## src/rtl/parking_lot_ctrl_param.sv

```systemverilog
// Parametrised parking-lot core: slot allocation, single elevator moving one floor
// per cycle, plate/timestamp storage and a saturating time-based exit fee.
`timescale 1ns/1ps
module parking_lot_ctrl_param #(
    parameter int FLOORS  = 7,
    parameter int SLOTS   = 8,
    parameter int PLATE_W = 16,
    parameter int FEE_W   = 8,
    parameter int TIME_W  = 16,
    parameter int RATE    = 1,
    localparam int FW = $clog2(FLOORS + 1),
    localparam int CW = $clog2(FLOORS * SLOTS / 2 + 1)
) (
    input  logic                          clock,
    input  logic                          reset,
    input  logic                          req_valid,
    output logic                          req_ready,
    input  logic                          in_mode,
    input  logic                          out_mode,
    input  logic [PLATE_W-1:0]            license_plate,
    input  logic [FLOORS-1:0]             leakage_mask,
    output logic [FLOORS*SLOTS*PLATE_W-1:0] parked,
    output logic [FW-1:0]                 current_floor,
    output logic [PLATE_W-1:0]            moving,
    output logic                          plate_type,
    output logic [FEE_W-1:0]              fee,
    output logic [CW-1:0]                 empty_suv,
    output logic [CW-1:0]                 empty_sedan,
    output logic                          full_suv,
    output logic                          full_sedan,
    output logic                          done,
    output logic                          err
);
    localparam int NS = FLOORS * SLOTS;
    localparam int SW = (SLOTS > 1) ? $clog2(SLOTS) : 1;
    localparam int IW = (NS > 1) ? $clog2(NS) : 1;
    localparam logic [FEE_W-1:0] FEE_MAX = '1;

    typedef enum logic [2:0] {IDLE, SEARCH, UP, SERVICE, DOWN, RELEASE} state_t;

    state_t              state;
    logic [PLATE_W-1:0]  req_plate;
    logic                req_park;
    logic                req_bad;
    logic [FW-1:0]       tgt_floor;
    logic [SW-1:0]       tgt_slot;
    logic [TIME_W-1:0]   cnt;
    logic [TIME_W-1:0]   stamp [NS];

    logic                hit_found;
    logic [FW-1:0]       hit_floor;
    logic [SW-1:0]       hit_slot;
    logic                free_found;
    logic [FW-1:0]       free_floor;
    logic [SW-1:0]       free_slot;
    logic                reject;
    logic [IW-1:0]       tgt_idx;
    logic [TIME_W-1:0]   elapsed;
    logic [TIME_W+31:0]  fee_wide;
    logic [FEE_W-1:0]    fee_next;

    assign req_ready = (state == IDLE);

    // Lowest-first scan: plate lookup ignores the mask, allocation honours it.
    always_comb begin
        hit_found  = 1'b0;
        hit_floor  = '0;
        hit_slot   = '0;
        free_found = 1'b0;
        free_floor = '0;
        free_slot  = '0;
        for (int f = 0; f < FLOORS; f++) begin
            for (int s = 0; s < SLOTS; s++) begin
                if (!hit_found && parked[(f*SLOTS+s)*PLATE_W +: PLATE_W] == req_plate) begin
                    hit_found = 1'b1;
                    hit_floor = FW'(f + 1);
                    hit_slot  = SW'(s);
                end
                if (!free_found && !leakage_mask[f] &&
                    parked[(f*SLOTS+s)*PLATE_W +: PLATE_W] == '0 &&
                    ((s < SLOTS/2) == plate_type)) begin
                    free_found = 1'b1;
                    free_floor = FW'(f + 1);
                    free_slot  = SW'(s);
                end
            end
        end
    end

    always_comb begin
        empty_suv   = '0;
        empty_sedan = '0;
        for (int f = 0; f < FLOORS; f++) begin
            for (int s = 0; s < SLOTS; s++) begin
                if (!leakage_mask[f] && parked[(f*SLOTS+s)*PLATE_W +: PLATE_W] == '0) begin
                    if (s < SLOTS/2) empty_suv   = empty_suv + CW'(1);
                    else             empty_sedan = empty_sedan + CW'(1);
                end
            end
        end
    end

    assign full_suv   = (empty_suv == '0);
    assign full_sedan = (empty_sedan == '0);

    assign reject = req_bad || (req_plate == '0) ||
                    (req_park && (hit_found || !free_found)) ||
                    (!req_park && !hit_found);

    assign tgt_idx  = IW'((int'(tgt_floor) - 1) * SLOTS + int'(tgt_slot));
    assign elapsed  = cnt - stamp[tgt_idx];
    assign fee_wide = {32'd0, elapsed} * (TIME_W+32)'(RATE);
    assign fee_next = (fee_wide > (TIME_W+32)'(FEE_MAX)) ? FEE_MAX : fee_wide[FEE_W-1:0];

    always_ff @(posedge clock or negedge reset) begin
        if (!reset) begin
            state         <= IDLE;
            req_plate     <= '0;
            req_park      <= 1'b0;
            req_bad       <= 1'b0;
            tgt_floor     <= '0;
            tgt_slot      <= '0;
            cnt           <= '0;
            parked        <= '0;
            current_floor <= '0;
            moving        <= '0;
            plate_type    <= 1'b0;
            fee           <= '0;
            done          <= 1'b0;
            err           <= 1'b0;
            for (int i = 0; i < NS; i++) stamp[i] <= '0;
        end else begin
            cnt  <= cnt + TIME_W'(1);
            done <= 1'b0;
            err  <= 1'b0;
            case (state)
                IDLE: begin
                    if (req_valid) begin
                        req_plate  <= license_plate;
                        req_park   <= in_mode;
                        req_bad    <= (in_mode == out_mode);
                        plate_type <= license_plate[0];
                        state      <= SEARCH;
                    end
                end
                SEARCH: begin
                    if (reject) begin
                        err   <= 1'b1;
                        state <= IDLE;
                    end else begin
                        tgt_floor <= req_park ? free_floor : hit_floor;
                        tgt_slot  <= req_park ? free_slot  : hit_slot;
                        moving    <= req_park ? req_plate  : '0;
                        state     <= UP;
                    end
                end
                UP: begin
                    current_floor <= current_floor + FW'(1);
                    if (current_floor + FW'(1) == tgt_floor) state <= SERVICE;
                end
                SERVICE: begin
                    if (req_park) begin
                        parked[int'(tgt_idx)*PLATE_W +: PLATE_W] <= req_plate;
                        stamp[tgt_idx] <= cnt;
                        moving         <= '0;
                    end else begin
                        parked[int'(tgt_idx)*PLATE_W +: PLATE_W] <= '0;
                        moving <= req_plate;
                        fee    <= fee_next;
                    end
                    state <= DOWN;
                end
                DOWN: begin
                    current_floor <= current_floor - FW'(1);
                    if (current_floor == FW'(1)) state <= RELEASE;
                end
                RELEASE: begin
                    moving <= '0;
                    done   <= 1'b1;
                    state  <= IDLE;
                end
                default: state <= IDLE;
            endcase
        end
    end
endmodule

```

## config.mk

```make
export PLATFORM = sky130hd
export DESIGN_NAME = parking_lot_ctrl_param
export DESIGN_NICKNAME = d
export VERILOG_FILES = /design/src/rtl/parking_lot_ctrl_param.sv
export SDC_FILE = /design/constraint.sdc
export NUM_CORES = 2
export LEC_CHECK = 0
export ABC_AREA = 1
export CAP_MARGIN = 20
export CORE_UTILIZATION = 40
export DETAILED_ROUTE_END_ITERATION = 16
export SYNTH_ARGS = -nofsm -noshare
export SYNTH_HDL_FRONTEND = slang
export SYNTH_SLANG_ARGS = --single-unit
```

## constraint.sdc

```tcl
create_clock -name clock -period 59.1 [get_ports clock]
set_input_delay 8.865 -clock clock [delete_from_list [all_inputs] [get_ports clock]]
set_output_delay 8.865 -clock clock [all_outputs]
set_load 0.01 [all_outputs]
```

== Word-level counts from Yosys, hierarchy flattened ==
Index checks and enable logic that the tools add are counted.
Storage, ports and cells
  register bits: 1865
  input port bits: 28
  output and inout bits: 939
  word-level logic and storage cells: 1096
Cells by class
  add/sub/neg operators: 61
  magnitude comparators: 3
  eq/ne operators: 68
  shift-type cells: 3
  muxes and demuxes: 415
  bitwise logic cells: 4
  reductions and logical operators: 472
Operator list (count)
  $bwmux W896: 3
  $logic_not A16 Y1: 57
  $eq A16 B16 Y1: 56
  $mux W896: 1
  $shift A16 B33 Y896 const A: 1
  $shiftx A16 B33 Y896: 1
  $shiftx A16 B33 Y896 const A: 1
  $mux W3: 208
  $logic_and A1 B1 Y1: 280
  $add A5 B1 Y5 const B: 54
  $mux W5: 54
  $mux W1: 132
  $logic_not A1 Y1: 120
  $bmux W16 S6: 1
  $demux W16 S6: 1
  $mux W16: 6
  $pmux W16 S3: 1
  $neg A10 Y33: 1
  $add A16 B1 Y16 const B: 1
  $gt A16 B8 Y1 const B: 1
  $sub A16 B16 Y16: 1
  $pmux W3 S5: 1
  $logic_not A5 Y1: 2
  $mux W2: 5
  other kinds (21): 37

== Depth between registers and ports, before layout ==
  depth after elaboration: 286
  mapped depth: 111
  gate-level depth less buffers: 111

== Least setup slack after synthesis ==
Ideal clock, no wire load.
  path type: input to output
  from: input port leakage_mask[0]
  to: output port full_sedan
  arrival: 25.849 ns
  data required time: 50.235 ns
  slack: 24.386 ns
  cell stages on the path: 111
  buffers on the path: 0
  cell sequence: inv_2 > nand3_1 > nor4_2 > inv_1 > ha_1 > inv_1 > nand2_1 > nand2_1 > inv_1 > ha_1 > nand2_1 > nand2_1 > ha_1 > or2_1 > and2_1 > ha_1 > nand2_1 > nand2_2 > [75 not listed] > ha_1 > or2_2 > nand2_2 > inv_1 > ha_1 > nand2_1 > o21ai_1 > ha_1 > inv_1 > nor2_1 > inv_1 > nor2_2 > inv_2 > nand2_2 > nand2_1 > nor2_1 > nand2_2 > a21oi_2
Between the ends
  longest elaborated chain between the ends: 58
RTL lines
  start: declaration: RTL line 21  | input logic [FLOORS-1:0] leakage_mask,
  $logic_not A1 Y1 (*): RTL line 95  | if (!leakage_mask[f] && parked[(f*SLOTS+s)*PLATE_W +: PLATE_W] == '0) begin
  $logic_and A1 B1 Y1: RTL line 95
  $mux W1: RTL line 95
  $add A5 B1 Y5: RTL line 97  | else empty_sedan = empty_sedan + CW'(1);
  $mux W5: RTL line 95
  $add A5 B1 Y5: RTL line 97
  $mux W5: RTL line 95
  $add A5 B1 Y5: RTL line 97
  [42 not listed]
  $mux W5 (*): RTL line 95
  $add A5 B1 Y5: RTL line 97
  $mux W5 (*): RTL line 95
  $add A5 B1 Y5: RTL line 97
  $mux W5 (*): RTL line 95
  $add A5 B1 Y5: RTL line 97
  $mux W5 (*): RTL line 95
  $logic_not A5 Y1 (*): RTL line 104  | assign full_sedan = (empty_sedan == '0);
  end: declaration: RTL line 30  | output logic full_sedan,
Every way passes the cells marked *; elsewhere a longest branch is shown, timed or not.

== Worst setup path in the final report ==
Same ends and word-level chain as after synthesis.

==> flow_summary.toml <==
[clock_tree]
path_clk_slew_ns = 0.06
clk_latency_ns = 0.93
cts_tree = "built"
cts_setup_buffers = 0
root_buffer = "clkbuf_16"
cts_resized = 0
clockBufferDepth = 3
hold_buffers = 0
cts_buffers = 210
clock_sinks = 1864
htreeDepth = 4

[timing]
fin_crit_sh = 0.6328
worst_pin_slew_ns = 1.325
max_freq_mhz = 26.74
whs_ns = 0.4698
finClkSkew_ns = 0.1036
drv_slew = 0
grt_setup_unrepaired = "false"
fin_ws_ns = 21.70
fin_tns_setup_ns = 0
report.final.setup_viol = 0
final_hold_viol_count = 0
maxSlewHeadroom = 0.1097
layout_min_cycle_time_ns = 37.40

[worst_setup_path]
path_max_fanout = 5
crit_family = "simple AND/OR/NAND/NOR gates"
cp.arrival_ns = 28.53
worstSetupPathType = "primary input to primary output"
r2r-start = "req_plate[15]"
cp_slowest_cell = "clkdlybuf4s50_1"
path_buf_inv = 29
cp-start-kind = "primary input"
reg2reg_depth = 43
end_kind = "primary output"
cp_slowest_stage_delay_ns = 0.71
path_depth = 114
crit_start = "leakage_mask[0]"
required_ns = 50.24
crit_top_cell = "ha_1"

[synth]
synth_edf_count = 0
synth-seq-cells = 1864
synth_area_sq_mm = 0.1004
yosysSeqAreaShare = 0.4645
ys.flop_type = "dfrtp_1"
syn_avg_cell_area_sq_um = 7.858
syn_nets = 12886
synthArstFlopShare = 1.000
synthCells = 12780
yosys_warnings = 0
synthDistinctLibCells = 71

[floorplan]
die_area_sq_mm = 0.2531
num_rows = 183
die_h_um = 503.1
die_w_um = 503.1
start_util = 0.4031
coreArea_sq_mm = 0.2491
io_pins = 967

[routing]
via_per_inst = 6.239
wl_per_cell_um = 35.21
initialDrtViolationCount = 15924
final_antenna_net_count = 0
drcViolationCount = 0
vias = 105583
dr.pass1.iters = 14
drt_wl_total_mm = 595.9

[hold_path]
hp-start = "cnt[15]"
min_path_type = "flip-flop to flip-flop"
hold_path_depth = 1

[cells_and_area]
regArea_sq_mm = 0.04670
layout-drive-gt1-share = 0.08044
final_cells = 16924
nets = 13508
final_common_cell = "nand2_1"
final_core_util = 0.4872
fin_area_sq_mm = 0.1214
syn_to_final_growth_pct = 20.86
fillers = 24084
mostFrequentLayoutCells = "nand2_1, dfrtp_1, o21ai_0"
multi_input_area_sq_mm = 0.04589

[pwr]
power.leakage_nw = 54.28
p_total_mw = 4.743
ir_drop_v = 0.00004064
power.density_mw_per_mm2 = 39.08

[outcome]
status = "finished, final reports clean"

[grt]
grt_pass1_vias = 97361
antenna_found_initial = 23
grt_overflow = 0
grt_max_degree = 191
grt_first_pass_wirelength_mm = 806.5
grtUsageTotal = 0.4593

[placement]
dpl_cell_area_sq_mm = 0.1136
numPlacedInstances = 16487
portBuffers = 966
dp_slack_ns = 21.81
routabilityCongestion = 1.068
dpl.hpwl_mm = 432.2

[flow_run]
cap_violations = 0
synthesized netlist by cell type (12+ instances only):
master | n | area (sq um)
o22ai_1 | 583 | 3647
buf_1 | 96 | 360.4
clkbuf_1 | 702 | 2635
a22o_1 | 98 | 858.3
buf_2 | 25 | 125.1
nand3_2 | 51 | 510.5
nor3_1 | 303 | 1516
a31oi_1 | 23 | 143.9
nor2_2 | 23 | 143.9
or2_2 | 25 | 156.4
xor2_1 | 281 | 2461
dfrtp_1 | 1864 | 46640
xnor2_1 | 178 | 1559
nand2_1 | 3075 | 11540
o21ai_0 | 1470 | 7357
nand2_4 | 16 | 180.2
nor2_1 | 701 | 2631
a221oi_1 | 116 | 1016
nand4_1 | 354 | 2215
nand3b_1 | 40 | 300.3
nand2_2 | 155 | 969.7
ha_1 | 77 | 963.4
buf_4 | 14 | 105.1
a21oi_1 | 93 | 465.5
a22oi_1 | 156 | 1171
inv_1 | 1206 | 4527
a2111oi_0 | 22 | 192.7
nor4_1 | 224 | 1401
nand3_1 | 563 | 2818
nand4_2 | 12 | 150.1
inv_2 | 74 | 277.8
final timing paths:
path                                     end  slack, ns
worst min-delay path                 cnt[15]       0.47
max in group asynchronous       req_plate[7]      47.06
worst max register to register  tgt_floor[1]      50.86
worst max-delay path              full_sedan      21.70
worst min register to register       cnt[15]       0.47
min in group asynchronous         stamp[304]       7.93
report_power, final:
| group | internal (mW) | switching (mW) | total, mW |
|---|---|---|---|
| registers | 1.31 | 0.0853 | 1.39 |
| logic | 0.435 | 1.54 | 1.98 |
| clock network | 0.769 | 0.604 | 1.37 |
flip-flops by register name, summed over array words and instances (netlist names):
name           flops
req_park           1
cnt               16
stamp            896
req_plate         16
req_bad            1
tgt_slot           3
parked           896
err                1
tgt_floor          3
current_floor      3
done               1
fee                8
state              3
moving            16
layout make-up:
class                           count  area share
Timing Repair Buffer             1258      0.1034
Inverter                         1290     0.04010
Multi-Input combinational cell   8778      0.3781
Clock buffer                      300     0.04987
Antenna cell                       18   0.0003711
Tap cell                         3330     0.03433
Clock inverter                     86    0.008989
Sequential cell                  1864      0.3848
worst register-to-register path, delay by kind of cell, from the launching register on:
family / cells / cell delay, ns
buffers and inverters: 3 / 1.60
flip-flops: 1 / 0.76
AND/OR/NAND/NOR: 40 / 5.88
layer usage:
layer  wire length (um)  track usage
met5                337     0.004568
met2             241300       0.6526
met3              73520       0.1533
met1             211900       0.5455
met4              68820       0.4256
kinds of logic (layout without fill, tap and decap cells):
kind of cell,after synthesis,count (layout),share of synthesized area
AO/OA/AOI/OAI,2637,2637,0.1539
XOR/XNOR,459,459,0.04003
adder cells (fa/ha/maj),78,78,0.009793
buffers and inverters,2138,2934,0.08171
flip-flops,1864,1864,0.4645
other,0,18,0
AND/OR/NAND/NOR,5604,5604,0.2501
Power figures use the tool's default switching activity.
